===== src/rtl/ch_spi_readout_multi.sv =====
// Snapshots trigger_cnt and NUM_CH channel counters into a byte-aligned shadow frame and shifts one byte
// (or a tail burst) MSB first onto CNT_SER; the first bit follows the START edge and DONE pulses one cycle after the last bit.
module ch_spi_readout_multi #(
  parameter int NUM_CH = 5,
  parameter int CNT_W = 10,
  parameter int TRIG_W = 3,
  parameter int BYTE_W = 8,
  localparam int RAW_W = TRIG_W + NUM_CH * CNT_W,
  localparam int FRAME_W = ((RAW_W + BYTE_W - 1) / BYTE_W) * BYTE_W,
  localparam int NUM_BYTES = FRAME_W / BYTE_W,
  localparam int SEL_W = (NUM_BYTES > 1) ? $clog2(NUM_BYTES) : 1
) (
  input  logic                    SPI_CLK,
  input  logic                    RST,
  input  logic                    INST_READOUT,
  input  logic                    START,
  input  logic [SEL_W-1:0]        SELECT_REG,
  input  logic                    BURST,
  input  logic [TRIG_W-1:0]       trigger_cnt,
  input  logic [NUM_CH*CNT_W-1:0] CNT,
  output logic                    CNT_SER,
  output logic                    BUSY,
  output logic                    DONE,
  output logic                    OVERRUN
);

  localparam int CNT_BW = $clog2(FRAME_W + 1);

  typedef enum logic [1:0] {
    ST_IDLE,
    ST_SHIFT,
    ST_DONE
  } state_t;

  state_t             state;
  logic               sync1;
  logic               sync2;
  logic               sync_dly;
  logic               cap;
  logic [FRAME_W-1:0] live;
  logic [FRAME_W-1:0] shadow;
  logic [FRAME_W-1:0] src;
  logic [FRAME_W-1:0] sel_frame;
  logic [FRAME_W-1:0] shreg;
  logic [SEL_W-1:0]   sel_c;
  logic [CNT_BW-1:0]  len;
  logic [CNT_BW-1:0]  len_q;
  logic [CNT_BW-1:0]  bit_cnt;

  assign cap  = sync2 & ~sync_dly;
  assign live = FRAME_W'({trigger_cnt, CNT});

  // A same-edge snapshot wins over the stored frame, so the fresh data is what gets sent.
  always_comb begin
    sel_c = SELECT_REG;
    if (32'(SELECT_REG) > NUM_BYTES - 1) sel_c = SEL_W'(NUM_BYTES - 1);
    src       = cap ? live : shadow;
    sel_frame = src << (sel_c * BYTE_W);
    len       = BURST ? CNT_BW'((NUM_BYTES - 32'(sel_c)) * BYTE_W) : CNT_BW'(BYTE_W);
  end

  // ST_DONE covers the cycle the last bit is on the line; its exit edge raises DONE and returns to idle,
  // so a START seen at that edge is ignored and the next one is taken one edge later.
  always_ff @(posedge SPI_CLK) begin
    if (RST) begin
      state    <= ST_IDLE;
      sync1    <= 1'b0;
      sync2    <= 1'b0;
      sync_dly <= 1'b0;
      shadow   <= '0;
      shreg    <= '0;
      len_q    <= '0;
      bit_cnt  <= '0;
      CNT_SER  <= 1'b0;
      BUSY     <= 1'b0;
      DONE     <= 1'b0;
      OVERRUN  <= 1'b0;
    end else begin
      sync1    <= INST_READOUT;
      sync2    <= sync1;
      sync_dly <= sync2;

      if (cap) begin
        if (BUSY) OVERRUN <= 1'b1;
        else      shadow  <= live;
      end

      case (state)
        ST_IDLE: begin
          DONE <= 1'b0;
          if (START) begin
            CNT_SER <= sel_frame[FRAME_W-1];
            shreg   <= sel_frame << 1;
            len_q   <= len;
            bit_cnt <= CNT_BW'(1);
            BUSY    <= 1'b1;
            OVERRUN <= 1'b0;
            state   <= (len == CNT_BW'(1)) ? ST_DONE : ST_SHIFT;
          end
        end
        ST_SHIFT: begin
          CNT_SER <= shreg[FRAME_W-1];
          shreg   <= shreg << 1;
          bit_cnt <= bit_cnt + CNT_BW'(1);
          if (bit_cnt + CNT_BW'(1) == len_q) state <= ST_DONE;
        end
        ST_DONE: begin
          CNT_SER <= 1'b0;
          BUSY    <= 1'b0;
          DONE    <= 1'b1;
          state   <= ST_IDLE;
        end
        default: state <= ST_IDLE;
      endcase
    end
  end

endmodule


===== config.mk =====
export PLATFORM = sky130hd
export DESIGN_NAME = ch_spi_readout_multi
export DESIGN_NICKNAME = d
export VERILOG_FILES = /design/src/rtl/ch_spi_readout_multi.sv
export SDC_FILE = /design/constraint.sdc
export NUM_CORES = 1
export LEC_CHECK = 0
export ABC_AREA = 1
export CAP_MARGIN = 25
export CORE_ASPECT_RATIO = 0.6
export CORE_MARGIN = 2
export CORE_UTILIZATION = 55
export DETAILED_ROUTE_END_ITERATION = 16
export PLACE_DENSITY = 0.88
export REMOVE_ABC_BUFFERS = 1
export SETUP_SLACK_MARGIN = 0.02
export SLEW_MARGIN = 10
export SYNTH_ARGS = -nofsm -noshare
export SYNTH_HDL_FRONTEND = slang
export SYNTH_SLANG_ARGS = --single-unit

===== constraint.sdc =====
create_clock -name SPI_CLK -period 2.4 [get_ports SPI_CLK]
set_input_delay 0.24 -clock SPI_CLK [delete_from_list [all_inputs] [get_ports SPI_CLK]]
set_output_delay 0.24 -clock SPI_CLK [all_outputs]
set_load 0.05 [all_outputs]

; Word-level counts from Yosys, hierarchy flattened
; Cells that the tools add are included.
[op_classes]
n_bitwise = 3
mux = 20
order_cmp = 1
shift = 1
n_eq_ne = 6
addsub = 2
n_reduce_logical = 10
[op_table]
columns = operator, count
row1 = $pmux 56 s2, 1
row2 = $mux 56, 1
row3 = $shl 53x6->56, 1
row4 = $mux 53, 1
row5 = $mux 6, 2
row6 = $pmux 6 s2, 1
row7 = $reduce_and 2->1, 6
row8 = $add 6x1->6 const B, 1
row9 = $eq 6x1->1 const B, 1
row10 = $eq 6x6->1, 1
row11 = $mux 1, 6
row12 = $mux 2, 3
row13 = $ne 2x2->1 const B, 2
row14 = $pmux 1 s2, 2
row15 = $pmux 2 s2, 1
row16 = $reduce_bool 2->1, 2
row17 = $gt 3x3->1 const B, 1
row18 = $mux 3, 1
row19 = $pmux 1 s3, 1
row20 = $reduce_bool 3->1, 1
row21 = $sub 3x3->3 const A, 1
row22 = $eq 2x1->1 const B, 1
row23 = $eq 2x2->1 const B, 1
row24 = $logic_not 2->1, 1
row25 = 2 further kinds, 3
[totals]
reg_bits = 130
output_inout_bits = 4

; Logic depth before layout (Yosys ltp)
[depth]
word_depth = 8
depth_mapped = 13
ltp_nobuf = 13

; Worst setup path after synthesis
; OpenSTA, ideal clock, no wires.
[synth_path]
kind = register to register
startpoint = register state[1]
endpoint = register shreg[1]
period_less_slack_ns = 1.767
path_buffers = 2
required_time_ns = 2.330
path_slack_ns = 0.633
path_stages_with_launch = 10
setup_time_ns = 0.070
arrival_time_ns = 1.696
cell_sequence = dfxtp_1 -> inv_1 -> ha_1 -> buf_2 -> nor2_1 -> inv_1 -> nor2_2 -> buf_2 -> nand2_1 -> a21oi_1
[synth_via]
elab_chain_len = 3
elab_cells_between_ends = 6
classes_between = eq/ne: 2 / mux: 1 / reduce/logical: 3
[synth_lines]
columns = element, line
row1 = "start, declared", 35  ; state_t state;
row2 = "start signal, assigned", 98  ; state <= (len == CNT_BW'(1)) ? ST_DONE : ST_SHIFT;
row3 = $eq 2x1->1 / $logic_not 2->1 (equally long branches), 88  ; case (state)
row4 = $reduce_bool 2->1 (no line) / $ne 2x2->1 (equally long branches), --
row5 = $reduce_and 2->1 (no line), --
row6 = "end signal, assigned", 93  ; shreg <= sel_frame << 1;
row7 = "end signal, assigned", 103  ; shreg <= shreg << 1;
row8 = "end, declared", 44  ; logic [FRAME_W-1:0] shreg;
; Several ways; a longest one is shown, not always the timed one.
; A chain may end at the register's enable or synchronous reset.

; Worst setup path in the final report
[layout_path]
startpoint = register sync_dly
endpoint = register shreg[47]
[layout_via]
elab_chain_len = 6
[layout_lines]
columns = element, line
row1 = "start, declared", 38  ; logic sync_dly;
row2 = "start signal, assigned", 81  ; sync_dly <= sync2;
row3 = $not 1->1, 50  ; assign cap = sync2 & ~sync_dly;
row4 = $and 1x1->1, 50
row5 = $mux 53, 57  ; src = cap ? live : shadow;
row6 = $shl 53x6->56, 58  ; sel_frame = src << (sel_c * BYTE_W);
row7 = $mux 56, 91  ; if (START) begin
row8 = $pmux 56 s2, 88
; Every way passes these cells. The select of a mux whose other input is x is not followed.

==> metrics.md <==
| Metric | Value |
|---|---|
| Final setup viols | `0` |
| Post-Synth Adder-Cell Area | `0.00927` |
| H-tree levels | `4` |
| Via density | `roughly 5.7` |
| Starting Density | `0.561` |
| Largest net degree at the start of global routing | `66` |
| Non-filler cells, final | `around 1300` |
| Synth warn | `0` |
| Cts repair resizes | `0` |
| Actual slew at the worst max-slew pin | `between 0.7 and 0.8 ns` |
| Max cap viols | `0` |
| DRT iter0 DRCs | `844` |
| Crit Path Category | `register to register` |
| GRT Overall Usage | `0.307` |
| Core Util, Final | `0.678` |
| Final worst path period need | `around 2.1 ns` |
| Unique masters post-synth | `25` |
| Drt pass-1 iters | `6` |
| Core Area | `12000 um2` |
| Area Overhead vs Synth | `20.9%` |
| Synth Area in Simple Gates | `0.261` |
| Type of origin of the critical path | `register` |
| Total clock sinks | `126` |
| Final net count | `roughly 1200` |
| Commonest cells post-synth | `265 x nand2_1, 154 x o21ai_0, 132 x a21oi_1` |
| Status | `complete, no violations` |
| Crit path required time | `2.66 ns` |
| Critical path arrival | `2.38 ns` |
| Post-Syn Area | `6750 um2` |
| Die X | `around 150 um` |
| Critical path's most frequent cell | `o21ai_0` |
| Number of port buffers | `64` |
| Worst VDD drop | `roughly 0.52 mV` |
| Layout Skew | `between 0.007 and 0.008 ns` |
| Final Hold Fails | `0` |
| Die footprint | `between 10000 and 15000 um2` |
| Final Power | `approximately 5.8 mW` |
| DP Area | `7570 um2` |
| # diodes | `0` |
| Hold Buf Count CTS | `0` |
| Slew HR | `0.484` |
| I/O Pins | `65` |
| Crit-path cells | `inv_1, nand2_2, o21ai_0, inv_1, o21ai_0, o21ai_0, nand3_1, a21oi_1` |
| Hpwl dp | `between 10000 and 15000 um` |
| Share of cells above drive strength 1 | `0.0705` |
| Die Y | `89.8 um` |
| Synth Area in Compound Gates | `0.256` |
| Post-synth EDFFs | `0` |
| Largest family of logic cells by synthesized area | `simple AND/OR/NAND/NOR gates` |
| Slowest Stage Delay on Critical Path | `0.48 ns` |
| Mux contribution to synthesized area | `0` |
| CP Capture Type | `register` |
| Routed Antenna Nets | `0` |
| Yosys top cell area share | `0.374` |
| Remaining routing DRC violations | `0` |
| First-pass GRT wire length | `33100 um` |
| Synthesized area per cell | `between 6 and 7 um2` |
| Initial antenna violation count | `0` |
| CTS root buf | `clkbuf_16` |
| Tcrit/Tclk final | `0.882` |
| Synth area leaders | `dfxtp_1 37%, nand2_1 15%, o21ai_0 11%, a21oi_1 9.8%, nand3_1 6.0%` |
| Max Freq | `between 400 and 500 MHz` |
| Sequential area share after synthesis | `0.374` |
| Wirelength per Cell | `between 15 and 20 um` |
| Cell with the most instances after synthesis | `nand2_1` |
| Reg clk slew, reported paths | `approximately 0.050 ns` |
| CTS tree | `built` |
| Async S/R FF share, synth | `0` |
| Routed wire length | `a little over 20000 um` |
| Post-CTS Setup Inserts | `0` |
| Pwr Density | `just over 700 nW/um2` |
| Synth Flop Type | `dfxtp_1` |
| Synth area leader | `dfxtp_1` |
| FP Rows | `31` |
| Max clock buf depth | `2` |
| Total CTS buffers | `17` |
| Number of global-route vias before repair | `6696` |
| RePlAce Congestion | `between 0.9 and 1` |
| LEAKAGE | `approximately 3.3 nW` |
| Clock latency at the later pin of the worst-skew pair | `approximately 0.42 ns` |
| Flops & latches, synth | `between 100 and 150` |
| Cell area after layout | `between 8000 and 9000 um2` |
| Worst-path fanout max | `18` |
| HP Class | `input port to register` |
| RSZ-0062 raised after global routing | `no` |
| Slowest-stage cell, CP | `o21ai_0` |
| Via count | `between 7000 and 8000` |
| Global route overflow | `0` |
| Post-synthesis cell count | `~1100` |
| Post-Synth XOR/XNOR Area | `0` |
| Pins Over Slew Limit | `0` |
| Dpl cells | `1254` |
==> per-stage QoR <==
stage               worst slack (ns)  setup TNS [ns]  hold WS (ns)
floorplan                      -2.04         -168.18         0.309
detailed placement             0.146               0         0.402
CTS                            0.343               0         0.346
finish                         0.284               0         0.347
global placement               0.214               0         0.391
global route                   0.151               0         0.366
==> metal layers <==
layer  part of all wire  track usage  up-vias
met5                  0            0        -
met4              0.021        0.100        0
met3               0.12       0.0746       41
met2               0.42        0.458      454
met1               0.45        0.436     3292
li1                   -            -     3604
==> state kept, by name, summed over array words and instances (netlist names) <==
name and flops:
CNT_SER 1, bit_cnt 6, BUSY 1, OVERRUN 1
state 2, shadow 53, len_q 3, sync2 1
sync1 1, shreg 55, DONE 1, sync_dly 1
==> cells by family after synthesis <==
kind of cell / Yosys count
AND/OR/NAND/NOR: 436
AO/OA/AOI/OAI: 328
buffers and inverters: 170
flip-flops: 126
adder cells (fa/ha/maj): 5
==> power by group <==
group	total [mW]	internal (mW)	switching, mW
Combinational	0.982	0.351	0.631
Clock	2.59	1.68	0.904
Sequential	2.28	2.22	0.0628
Total	5.85	4.25	1.60
==> area by class of cell <==
type	instances	area, um2
clock buffer	25	475
fill	1018	3870
sequential	126	2520
tap	165	206
inverter	94	353
clock inverter	7	110
timing repair buffer	100	913
multi-input combinational	769	3580
==> layout by cell type, fill, tap and decap left out, drive strengths merged, types with 5 or more instances in the layout <==
cell and n:
clkbuf 25, o22ai 5, a211oi 8, nand3 81, a21oi 132, or2 6, dfxtp 126, nand2 265
o211ai 14, o21ai 156, a31oi 10, clkdlybuf4s50 62, clkinv 5, nor2 82, inv 93, buf 38
ha 5
==> critical path: cells and delay by family, from the launching register on <==
kind / cells / cell delay, ns
buffers and inverters: 2 / 0.16
and+or+nand+nor: 2 / 0.35
AOI/OAI and AO/OA: 4 / 1.10
DFF: 1 / 0.33
==> final timing paths <==
path                      from        end  cells past startpoint  slack [ns]
setup / recovery      sync_dly  shreg[47]                      8        0.28
hold / removal    INST_READOUT      sync1                      3        0.35
setup reg to reg      sync_dly  shreg[47]                      8        0.28
hold reg to reg          sync1      sync2                      2        0.41
No activity file was read; power rests on OpenSTA's default activity.
